## config.mk

```make
export PLATFORM = sky130hd
export DESIGN_NAME = uart_rx_fsm
export DESIGN_NICKNAME = d
export VERILOG_FILES = /design/src/rtl/uart_rx_fsm.sv
export SDC_FILE = /design/constraint.sdc
export NUM_CORES = 1
export LEC_CHECK = 0
export ABC_CLOCK_PERIOD_IN_PS = 2270
export BUFFER_PORTS_ARGS = -buffer_cell sky130_fd_sc_hd__buf_2
export CORE_UTILIZATION = 57
export DETAILED_ROUTE_END_ITERATION = 12
export PLACE_DENSITY = 0.78
export SLEW_MARGIN = 10
export SYNTH_ARGS = -nofsm -noshare
export SYNTH_HDL_FRONTEND = slang
export SYNTH_SLANG_ARGS = --single-unit
```

## constraint.sdc

```tcl
create_clock -name clk -period 2.27 [get_ports clk]
set_input_delay 0.3405 -clock clk [delete_from_list [all_inputs] [get_ports clk]]
set_output_delay 0.3405 -clock clk [all_outputs]
set_load 0.02 [all_outputs]
```

## src/rtl/uart_rx_fsm.sv

```systemverilog
// UART receiver: 8N1 framing (8E1 with UART_RX_PARITY_EN defined), oversampled start/data/stop
// sampling, sticky ready flag with clear handshake, framing and overrun flags.
module uart_rx_fsm #(
    parameter int unsigned OVERSAMPLE  = 16,
    parameter int unsigned SYNC_STAGES = 2
) (
    input  logic       clk,
    input  logic       reset,
    input  logic       rx_enb,
    input  logic       rx,
    input  logic       rdy_clr,
    output logic [7:0] data_out,
    output logic       rdy,
    output logic       rx_busy,
    output logic       frame_err,
    output logic       overrun
`ifdef UART_RX_PARITY_EN
    ,
    output logic       parity_err
`endif
);

    localparam int unsigned CW = $clog2(OVERSAMPLE);
    localparam logic [CW-1:0] HALF_M1 = CW'(OVERSAMPLE / 2 - 1);
    localparam logic [CW-1:0] FULL_M1 = CW'(OVERSAMPLE - 1);

    typedef enum logic [2:0] {
        S_IDLE      = 3'd0,
        S_START     = 3'd1,
        S_DATA      = 3'd2,
        S_STOP      = 3'd3,
        S_WAIT_HIGH = 3'd4
`ifdef UART_RX_PARITY_EN
        ,
        S_PARITY    = 3'd5
`endif
    } state_t;

    state_t                 r_state;
    state_t                 w_state_nxt;
    logic [SYNC_STAGES-1:0] r_sync;
    logic                   w_rxs;
    logic [CW-1:0]          r_scnt;
    logic [CW-1:0]          w_scnt_nxt;
    logic [2:0]             r_bidx;
    logic [2:0]             w_bidx_nxt;
    logic [7:0]             r_shreg;
    logic [7:0]             w_shreg_nxt;
    logic                   w_good_c;
    logic                   w_bad_c;
    logic [7:0]             r_data;
    logic                   r_rdy;
    logic                   r_busy;
    logic                   r_ferr;
    logic                   r_ovr;
`ifdef UART_RX_PARITY_EN
    logic                   r_pbit;
    logic                   w_pbit_nxt;
    logic                   r_perr;
`endif

    // Metastability synchronizer; idles high so reset does not look like a start bit
    always_ff @(posedge clk or posedge reset) begin
        if (reset) begin
            r_sync <= '1;
        end else begin
            r_sync <= {r_sync[SYNC_STAGES-2:0], rx};
        end
    end

    assign w_rxs = r_sync[SYNC_STAGES-1];

    always_ff @(posedge clk or posedge reset) begin
        if (reset) begin
            r_state <= S_IDLE;
            r_scnt  <= '0;
            r_bidx  <= '0;
            r_shreg <= '0;
`ifdef UART_RX_PARITY_EN
            r_pbit  <= 1'b0;
`endif
        end else begin
            r_state <= w_state_nxt;
            r_scnt  <= w_scnt_nxt;
            r_bidx  <= w_bidx_nxt;
            r_shreg <= w_shreg_nxt;
`ifdef UART_RX_PARITY_EN
            r_pbit  <= w_pbit_nxt;
`endif
        end
    end

    // Next-state logic; everything advances only on oversample ticks
    always_comb begin
        w_state_nxt = r_state;
        w_scnt_nxt  = r_scnt;
        w_bidx_nxt  = r_bidx;
        w_shreg_nxt = r_shreg;
        w_good_c    = 1'b0;
        w_bad_c     = 1'b0;
`ifdef UART_RX_PARITY_EN
        w_pbit_nxt  = r_pbit;
`endif
        if (rx_enb) begin
            case (r_state)
                S_IDLE: begin
                    if (!w_rxs) begin
                        w_scnt_nxt  = '0;
                        w_state_nxt = S_START;
                    end
                end
                S_START: begin
                    if (r_scnt == HALF_M1) begin
                        if (!w_rxs) begin
                            w_scnt_nxt  = '0;
                            w_bidx_nxt  = '0;
                            w_state_nxt = S_DATA;
                        end else begin
                            w_state_nxt = S_IDLE;
                        end
                    end else begin
                        w_scnt_nxt = r_scnt + 1'b1;
                    end
                end
                S_DATA: begin
                    if (r_scnt == FULL_M1) begin
                        w_shreg_nxt[r_bidx] = w_rxs;
                        w_scnt_nxt          = '0;
                        if (r_bidx == 3'd7) begin
`ifdef UART_RX_PARITY_EN
                            w_state_nxt = S_PARITY;
`else
                            w_state_nxt = S_STOP;
`endif
                        end else begin
                            w_bidx_nxt = r_bidx + 3'd1;
                        end
                    end else begin
                        w_scnt_nxt = r_scnt + 1'b1;
                    end
                end
`ifdef UART_RX_PARITY_EN
                S_PARITY: begin
                    if (r_scnt == FULL_M1) begin
                        w_pbit_nxt  = w_rxs;
                        w_scnt_nxt  = '0;
                        w_state_nxt = S_STOP;
                    end else begin
                        w_scnt_nxt = r_scnt + 1'b1;
                    end
                end
`endif
                S_STOP: begin
                    if (r_scnt == FULL_M1) begin
                        w_scnt_nxt = '0;
                        if (w_rxs) begin
                            w_good_c    = 1'b1;
                            w_state_nxt = S_IDLE;
                        end else begin
                            w_bad_c     = 1'b1;
                            w_state_nxt = S_WAIT_HIGH;
                        end
                    end else begin
                        w_scnt_nxt = r_scnt + 1'b1;
                    end
                end
                // A held-low line must return high before another start is accepted
                S_WAIT_HIGH: begin
                    if (w_rxs) begin
                        w_state_nxt = S_IDLE;
                    end
                end
                default: begin
                    w_scnt_nxt  = '0;
                    w_state_nxt = S_IDLE;
                end
            endcase
        end
    end

    // Host-facing flags; a completion in the same cycle as rdy_clr keeps rdy set
    always_ff @(posedge clk or posedge reset) begin
        if (reset) begin
            r_data <= '0;
            r_rdy  <= 1'b0;
            r_busy <= 1'b0;
            r_ferr <= 1'b0;
            r_ovr  <= 1'b0;
`ifdef UART_RX_PARITY_EN
            r_perr <= 1'b0;
`endif
        end else begin
            r_busy <= (w_state_nxt == S_START) || (w_state_nxt == S_DATA) ||
`ifdef UART_RX_PARITY_EN
                      (w_state_nxt == S_PARITY) ||
`endif
                      (w_state_nxt == S_STOP);
            if (w_good_c) begin
                r_data <= r_shreg;
                r_rdy  <= 1'b1;
                r_ferr <= 1'b0;
`ifdef UART_RX_PARITY_EN
                r_perr <= (^r_shreg) ^ r_pbit;
`endif
                if (rdy_clr) begin
                    r_ovr <= 1'b0;
                end else if (r_rdy) begin
                    r_ovr <= 1'b1;
                end
            end else if (rdy_clr) begin
                r_rdy <= 1'b0;
                r_ovr <= 1'b0;
            end
            if (w_bad_c) begin
                r_ferr <= 1'b1;
            end
        end
    end

    assign data_out   = r_data;
    assign rdy        = r_rdy;
    assign rx_busy    = r_busy;
    assign frame_err  = r_ferr;
    assign overrun    = r_ovr;
`ifdef UART_RX_PARITY_EN
    assign parity_err = r_perr;
`endif

endmodule

```

==> flow_summary.ini <==
[floorplan]
die_x_um = 54.4
die_area_um2 = 2960
design.core.area_um2 = 2540
die_h_um = 54.4
start_util = 0.616
rows = 18
num_io_pins = 17

[timing]
finalClockSkew_ns = 0.00526
max_clock_freq_mhz = 494
tightest_slew_ns = 0.426
finalSetupViolCount = 0
rsz0062_at_grt = false
hold_viol = 0
relSlewSlack = 0.715
slew_violations = 0
post-route-period-util = 0.891
layout_min_cycle_time_ns = 2.02
tns_ns = 0

[pwr]
leakage_uw = 0.000835
vdd_drop_max_uv = 746
total_power_uw = 1650
powerDensity_nw_per_um2 = 932

[synth]
synth_seq_cells = 32
synth_top_area_frac = 0.479
ys_async_sr_fraction = 1.00
syn_area_per_cell_um2 = 11.2
yosys_warnings = 0
ys_seq_area_frac = 0.512
synth_flop_cell = dfrtp_1
synth_area_leader_cell = dfrtp_1
postSynthCellCount = 140
yosysMostFrequentCell = dfrtp_1
yosysUniqueCellTypes = 40
yosys-top-cells-count = 30 x dfrtp_1, 15 x mux2_2, 8 x nor3_1
synth_area_um2 = 1570
synth_area_leaders = dfrtp_1 48%, mux2_2 11%, dfstp_2 3.4%
syn_nets = 148
synth-edff-count = 0

[placed_design]
dp.final_hpwl_mm = 1.96
gp_congestion = 0.858
port_buffers = 16

[cts]
clk_path_buf_depth = 2
clk_pin_slew_worst_paths_ns = 0.09
clk_latency_ns = 0.33
cts-root-buf = clkbuf_4
cts_max_level = 2
cts_sinks = 32
cts_buffers = 5
cts_tree = built
postCtsResizedCells = 0

[min_path]
hold_class = in2reg

[drt]
vias = 1121
routed_via_density = 5.87
wire_per_inst_um = 14.5
wl_mm = 2.78
drt.antenna.violating_nets = 0
drt_iter0_drc = 28
firstDrtPassIters = 5
drc_errors = 0

[setup_path]
crit_type = reg2reg
critPathLaunchType = flop
cp-end-kind = flop
critPathMaxFanout = 8
cp.required_ns = 2.49
reg2reg_slack_ns = 0.25
arrival_ns = 2.24

[final_layout]
fin_nets = 168
syn_to_final_growth_pct = 12.9
fillCellCount = 199
antenna_cells = 0
drive_above_1_share = 0.323

[global_routing]
grt_overflow = 0
grt_max_degree = 24
grt_pass1_vias = 1002
grt_pass1_wl_mm = 4.46
grt_antenna_before_repair = 0
track_usage = 0.226

[run]
maxCapViolations = 0

[outcome]
outcome = complete, no violations
## what timing repair did
| action | CTS | global route |
|---|---|---|
| buffers inserted | 0 | 0 |
| endpoints found under the hold margin | 8 | 0 |
| hold buffers | 1 | 0 |
## metal layers
layer  share of wire  GRT usage  vias up
li1                -          -      549
met1            0.44      0.266      534
met2            0.50      0.362       36
met3           0.054     0.0778        2
met4           0.010      0.120        0
met5               0          0        -
## path summary, 6_finish.rpt
kind / cells after the start / startpoint / endpoint
min in group asynchronous: 3 / reset / rx_busy
max: 5 / r_scnt[0] / r_bidx[0]
max in group asynchronous: 4 / reset / r_sync[0]
max reg2reg: 5 / r_scnt[0] / r_bidx[0]
min: 1 / rx / r_sync[0]
min reg2reg: 0 / r_sync[0] / r_sync[1]
## metrics by stage
step | instances | worst slack, ns | area [µm²] | hold slack (ns) | utilization
3_3_place_gp | 182 | 0.319 | 1680 | 0.323 | 0.660
5_1_grt | 191 | 0.147 | 1770 | 0.0767 | 0.696
4_1_cts | 191 | 0.257 | 1770 | 0.0874 | 0.696
6_report | 191 | 0.248 | 1770 | 0.102 | 0.696
3_5_place_dp | 182 | 0.262 | 1680 | 0.333 | 0.660
2_1_floorplan | 140 | 0.404 | 1570 | 0.345 | -
## area by class of cell
| cell class | instances | area (µm²) | share of cell area |
|---|---|---|---|
| inverters | 7 | 26.3 | 0.0148 |
| flip-flops and latches | 32 | 803 | 0.454 |
| multi-input cells | 93 | 703 | 0.397 |
| clock inverters | 3 | 42.5 | 0.0240 |
| clock buffers | 5 | 37.5 | 0.0212 |
| well taps | 30 | 37.5 | 0.0212 |
| repair buffers | 21 | 120 | 0.0678 |
## layout by cell type, fill, tap and decap left out, types with 2 or more instances in the layout
cell       n
dfrtp_1   30
buf_2     16
mux2_2    15
nor3_1     8
inv_1      7
nand2_1    7
nand3_1    7
nor2_1     5
a21oi_1    5
clkbuf_4   5
o21ai_0    4
buf_4      4
nand2b_1   3
mux2_1     3
a31oi_1    3
ha_1       3
or4_4      2
or3_1      2
mux2i_1    2
nor3b_1    2
a311oi_1   2
a41oi_1    2
dfstp_2    2
## worst max-delay path, cell delays in order, from the launching register on
cell and delay [ns]:
dfrtp_1 0.39, ha_1 0.32, nand3b_1 0.18, or4_4 0.48, a21oi_4 0.20, mux2_1 0.34
## state kept, by name, indices dropped and copies added (netlist names)
register   cells
data_out       8
r_shreg        8
r_scnt         4
r_bidx         3
r_state        3
r_sync         2
frame_err      1
overrun        1
rdy            1
rx_busy        1
## cells by family after synthesis
group           Yosys count  synth area share
mux                      20             0.142
simple gates             44             0.163
fa+ha+maj                 3            0.0239
compound gates           25             0.114
xor+xnor                  1           0.00559
buf+inv                  15            0.0391
flops                    32             0.512
## power by group
group          total (µW)  internal [µW]  switching [µW]
clock network         420            229             190
registers             802            660             141
logic                 429            195             234
Power figures use the tool's default switching activity.
